File: src/rtl/relu_maxpool_22_layer1.sv
// Layer-1 post-processing: per-channel bias, ReLU, shift/saturate requantise,
// then 2x2 stride-2 max pooling over a raster-ordered I_SIZE x I_SIZE stream.
module relu_maxpool_22_layer1 #(
    parameter int I_BW    = 20,
    parameter int B_BW    = 16,
    parameter int O_BW    = 8,
    parameter int I_SIZE  = 24,
    parameter int Q_SHIFT = 4
) (
    input  logic              clk,
    input  logic              global_rst_n,
    input  logic              rst,
    input  logic              self_rst,
    input  logic              user_reset,
    input  logic [I_BW-1:0]   i_data,
    input  logic              i_valid,
    input  logic [B_BW-1:0]   i_bias,
    output logic [O_BW-1:0]   o_data,
    output logic              o_valid,
    output logic              o_end
);

    localparam int CW   = $clog2(I_SIZE);
    localparam int HALF = I_SIZE / 2;
    localparam int SW   = I_BW + 1;
    localparam logic [CW-1:0]   LAST = CW'(I_SIZE - 1);
    localparam logic [O_BW-1:0] QMAX = '1;

    logic            sync_clr;
    logic signed [SW-1:0] sum;
    logic [SW-1:0]   shifted;
    logic [O_BW-1:0] q_next;

    logic            s1_valid;
    logic [O_BW-1:0] s1_q;
    logic [CW-1:0]   col;
    logic [CW-1:0]   row;
    logic [O_BW-1:0] hold;
    logic            frame_done;

    logic [O_BW-1:0] line_buf [HALF];
    logic [O_BW-1:0] h;
    logic [O_BW-1:0] buf_rd;
    logic [O_BW-1:0] pooled;
    logic            s2_go;

    assign sync_clr = rst | self_rst | user_reset;
    // Pixels arriving once the frame has completed are dropped at both stages.
    assign s2_go    = s1_valid & ~frame_done;

    always_comb begin
        sum     = SW'($signed(i_data)) + SW'($signed(i_bias));
        shifted = '0;
        q_next  = '0;
        if (!sum[SW-1]) begin
            shifted = $unsigned(sum) >> Q_SHIFT;
            if (|shifted[SW-1:O_BW]) begin
                q_next = QMAX;
            end else begin
                q_next = shifted[O_BW-1:0];
            end
        end
    end

    always_comb begin
        h      = (hold > s1_q) ? hold : s1_q;
        buf_rd = line_buf[col[CW-1:1]];
        pooled = (buf_rd > h) ? buf_rd : h;
    end

    always_ff @(posedge clk or negedge global_rst_n) begin
        if (!global_rst_n) begin
            s1_valid   <= 1'b0;
            s1_q       <= '0;
            col        <= '0;
            row        <= '0;
            hold       <= '0;
            frame_done <= 1'b0;
            o_data     <= '0;
            o_valid    <= 1'b0;
            o_end      <= 1'b0;
        end else if (sync_clr) begin
            s1_valid   <= 1'b0;
            s1_q       <= '0;
            col        <= '0;
            row        <= '0;
            hold       <= '0;
            frame_done <= 1'b0;
            o_data     <= '0;
            o_valid    <= 1'b0;
            o_end      <= 1'b0;
        end else begin
            s1_valid <= i_valid & ~frame_done;
            if (i_valid && !frame_done) begin
                s1_q <= q_next;
            end
            o_valid <= 1'b0;
            o_end   <= frame_done;
            if (s2_go) begin
                if (!col[0]) begin
                    hold <= s1_q;
                end
                if (col[0] && row[0]) begin
                    o_data  <= pooled;
                    o_valid <= 1'b1;
                end
                // The counters park on the last pixel instead of wrapping.
                if (col == LAST) begin
                    if (row == LAST) begin
                        frame_done <= 1'b1;
                    end else begin
                        col <= '0;
                        row <= row + 1'b1;
                    end
                end else begin
                    col <= col + 1'b1;
                end
            end
        end
    end

    // Even rows store the horizontal max; odd rows read it back at the same column.
    always_ff @(posedge clk) begin
        if (s2_go && !sync_clr && col[0] && !row[0]) begin
            line_buf[col[CW-1:1]] <= h;
        end
    end

endmodule

File: config.mk
export PLATFORM = sky130hd
export DESIGN_NAME = relu_maxpool_22_layer1
export DESIGN_NICKNAME = d
export VERILOG_FILES = /design/src/rtl/relu_maxpool_22_layer1.sv
export SDC_FILE = /design/constraint.sdc
export NUM_CORES = 1
export LEC_CHECK = 0
export CORE_ASPECT_RATIO = 0.75
export CORE_MARGIN = 5
export CORE_UTILIZATION = 55
export DETAILED_ROUTE_END_ITERATION = 10
export PLACE_DENSITY = 0.83
export SETUP_SLACK_MARGIN = 0.5
export SYNTH_ARGS = -nofsm -noshare
export SYNTH_HDL_FRONTEND = slang
export SYNTH_SLANG_ARGS = --single-unit
File: constraint.sdc
create_clock -name clk -period 7.3 [get_ports clk]
set_clock_uncertainty 0.2 [all_clocks]
set_input_delay 1.095 -clock clk [delete_from_list [all_inputs] [get_ports clk]]
set_output_delay 1.095 -clock clk [all_outputs]
set_load 0.01 [all_outputs]
==> insert_results.sql <==
INSERT INTO impl_metrics (metric_group, metric, value, unit) VALUES
('critical_path', 'start_kind', 'register', ''),
('critical_path', 'setup.worst_path.end', 'o_data[3]$_DFFE_PN0P_', ''),
('logic_synthesis', 'ys_ff_latch', '134', ''),
('timing', 'grt_setup_unrepaired', 'false', ''),
('hold_path', 'hp-class', 'reg -> reg', ''),
('clocking', 'cts.sink_count', '134', ''),
('timing', 'worst_pin_slew', '0.974', 'ns'),
('clocking', 'cts_max_level', '4', ''),
('run_status', 'outcome', 'complete, no violations', ''),
('die', 'initial_core_util', '57.0', '%'),
('final_layout', 'antenna-diode-count', '0', ''),
('logic_synthesis', 'yosysTopAreaCellShare', '40.7', '%'),
('detailed_routing', 'num_vias', '4999', ''),
('timing', 'whs', '0.308', 'ns'),
('place', 'hpwl', '11200', 'µm'),
('die', 'rows', '35', ''),
('clocking', 'postCtsSetupRepairBufs', '0', ''),
('detailed_routing', 'drt_iter0_markers', '510', ''),
('global_route', 'via_count_of_the_first_global_routing_pass', '5034', ''),
('critical_path', 'crit_type', 'reg -> reg', ''),
('logic_synthesis', 'synth-async-reset-ratio', '28.4', '%'),
('place', 'place.gp.congestion', '0.907', ''),
('die', 'design.core.area', '12400', 'µm²'),
('clocking', 'cts_buffer_depth', '2', ''),
('clocking', 'clk_pin_slew_worst_paths', '0.06', 'ns'),
('clocking', 'clock-root-buffer', 'clkbuf_16', ''),
('critical_path', 'worst_ep_arrival', '4.32', 'ns'),
('logic_synthesis', 'syn-num-nets', '639', ''),
('logic_synthesis', 'post_synth_num_cell_types', '64', ''),
('global_route', 'grt_util_all_layers', '22.8', '%'),
('power', 'static_leakage', '3.10', 'nW'),
('run', 'cap_viol_max_count', '0', ''),
('final_layout', 'final_core_util', '67.0', '%'),
('die', 'floorplan.io_pins', '52', ''),
('clocking', 'clk-insertion-delay-late', '0.42', 'ns'),
('global_route', 'antenna_found_initial', '0', ''),
('global_route', 'total_global_routing_overflow', '0', ''),
('place', 'portBuffers', '51', ''),
('logic_synthesis', 'post_synth_edffs', '96', ''),
('logic_synthesis', 'synth_largest_area_cell', 'edfxtp_1', ''),
('timing', 'tns', '0', 'ns'),
('power', 'pwr_density_cell', '226', 'nW/µm²'),
('critical_path', 'setup.reg_to_reg.worst_slack', '3.07', 'ns'),
('timing', 'worst_slew_margin_rel', '34.8', '%'),
('die', 'die_area', '15300', 'µm²'),
('die', 'die_h', '108', 'µm'),
('detailed_routing', 'antenna_left', '0', ''),
('final_layout', 'stdcell_count', '793', ''),
('critical_path', 'worstRegToRegCells', '14', ''),
('detailed_routing', 'avgViaCountPerCell', '6.30', ''),
('place', 'place_worst_setup_slack', '3.17', 'ns'),
('die', 'die-width', '141', 'µm'),
('critical_path', 'launch_point_of_the_critical_path', 's1_q[1]$_DFFE_PN0P_', ''),
('global_route', 'grt_start_max_net_pins', '39', ''),
('detailed_routing', 'total_length_of_routed_wires', '16500', 'µm'),
('logic_synthesis', 'post_synth_main_area_contributors', 'edfxtp_1, dfrtp_1, mux4_2', ''),
('detailed_routing', 'wl_per_cell', '20.8', 'µm'),
('timing', 'min_period', '4.23', 'ns'),
('logic_synthesis', 'synthesis.area_per_instance', '12.6', 'µm²'),
('final_layout', 'layout-drive-gt1-share', '13.9', '%'),
('final_layout', 'most-common-layout-cells', 'edfxtp_1, clkdlybuf4s50_1, nor2_1', ''),
('timing', 'min_period_over_period', '57.9', '%'),
('final_layout', 'mostFrequentLayoutCell', 'edfxtp_1', ''),
('place', 'place.detailed.instances', '761', ''),
('timing', 'maxClockFrequency', '237', 'MHz'),
('critical_path', 'worst_path_largest_cell_delay', '0.51', 'ns'),
('timing', 'report.final.setup_viol', '0', ''),
('final_layout', 'nNetsFinal', '692', ''),
('critical_path', 'timing.critical_path.required', '7.39', 'ns'),
('logic_synthesis', 'seq_area_frac_synth', '54.1', '%'),
('final_layout', 'final_area', '8330', 'µm²');
[flip-flops by register name, summed over array words and instances, names as in the netlist]
| name | count |
|---|---|
| line_buf | 96 |
| hold | 8 |
| o_data | 8 |
| s1_q | 8 |
| col | 5 |
| row | 5 |
| frame_done | 1 |
| o_end | 1 |
| o_valid | 1 |
| s1_valid | 1 |
[final cells by class]
type,count,area (µm²),share of cell area [%]
well taps,166,208,2.49
flip-flops and latches,134,3830,46.0
repair buffers,59,566,6.79
multi-input cells,378,3030,36.4
clock buffers,17,425,5.10
inverters,24,90.1,1.08
clock inverters,15,180,2.16
[critical path, delay by kind of cell (launching register included)]
kind | cells | cell delay [ns]
DFF | 1 | 0.38
buffers and inverters | 1 | 0.07
and+or+nand+nor | 2 | 0.26
adders and majority gates | 2 | 0.59
muxes | 1 | 0.30
AOI/OAI and AO/OA | 8 | 2.30
[worst min-delay path by stage]
stage               cells past startpoint  slack (ns)                start                   to
floorplan                               2        0.25  hold[0]$_DFFE_PN0P_  hold[0]$_DFFE_PN0P_
finish                                  2        0.31  hold[0]$_DFFE_PN0P_  hold[0]$_DFFE_PN0P_
detailed placement                      2        0.30  hold[7]$_DFFE_PN0P_  hold[7]$_DFFE_PN0P_
CTS                                     2        0.32  hold[0]$_DFFE_PN0P_  hold[0]$_DFFE_PN0P_
global placement                        2        0.27  hold[0]$_DFFE_PN0P_  hold[0]$_DFFE_PN0P_
global route                            2        0.36  hold[5]$_DFFE_PN0P_  hold[5]$_DFFE_PN0P_
[where the power goes]
| part | internal, mW | total [mW] | switching (mW) | leakage [nW] |
|---|---|---|---|---|
| sequential | 0.822 | 0.825 | 0.00262 | 1.42 |
| combinational | 0.0742 | 0.185 | 0.111 | 1.38 |
| clock | 0.519 | 0.874 | 0.355 | 0.301 |
[logic make-up (layout without fill, tap and decap cells)]
group | Yosys count | after routing | share of synthesized area (%)
muxes | 41 | 41 | 10.2
AOI/OAI and AO/OA | 126 | 126 | 12.9
adders and majority gates | 36 | 36 | 6.36
DFF | 134 | 134 | 54.1
and+or+nand+nor | 160 | 160 | 11.5
xor gates and xnor gates | 15 | 15 | 1.85
buffers and inverters | 49 | 115 | 3.12
[per-layer routing]
layer	track usage [%]	up-vias	wire length [µm]
li1	-	2283	-
met1	31.3	2452	7010
met2	36.0	237	7710
met3	5.97	27	1510
met4	7.05	0	289
met5	0	-	0
[Yosys cell counts (2+ instances only)]
cell        n
a311oi_2    2
mux4_2     22
xnor2_1     6
o2bb2ai_1   2
a21o_1      9
mux2i_1    16
a21oi_2     4
o211ai_1    3
a31oi_1     3
ha_1       36
a21oi_1    24
nor3_2      2
or3_1       4
clkbuf_1   14
nand2b_1    4
and4_1      7
buf_6       4
nand4b_1    2
a32oi_1     9
and2_1      2
nor2_1     47
edfxtp_1   96
nor3_1     14
dfrtp_1    38
o21ai_2     2
inv_1      24
mux4_1      2
o21ai_1    10
nand4_1    13
buf_2       6
xor2_1      9
nor2b_1     4
nand2_1    36
nand3_1    16
o31ai_1     8
a311oi_1    5
and3_1      3
o21ai_0    27
Power figures use the tool's default switching activity.
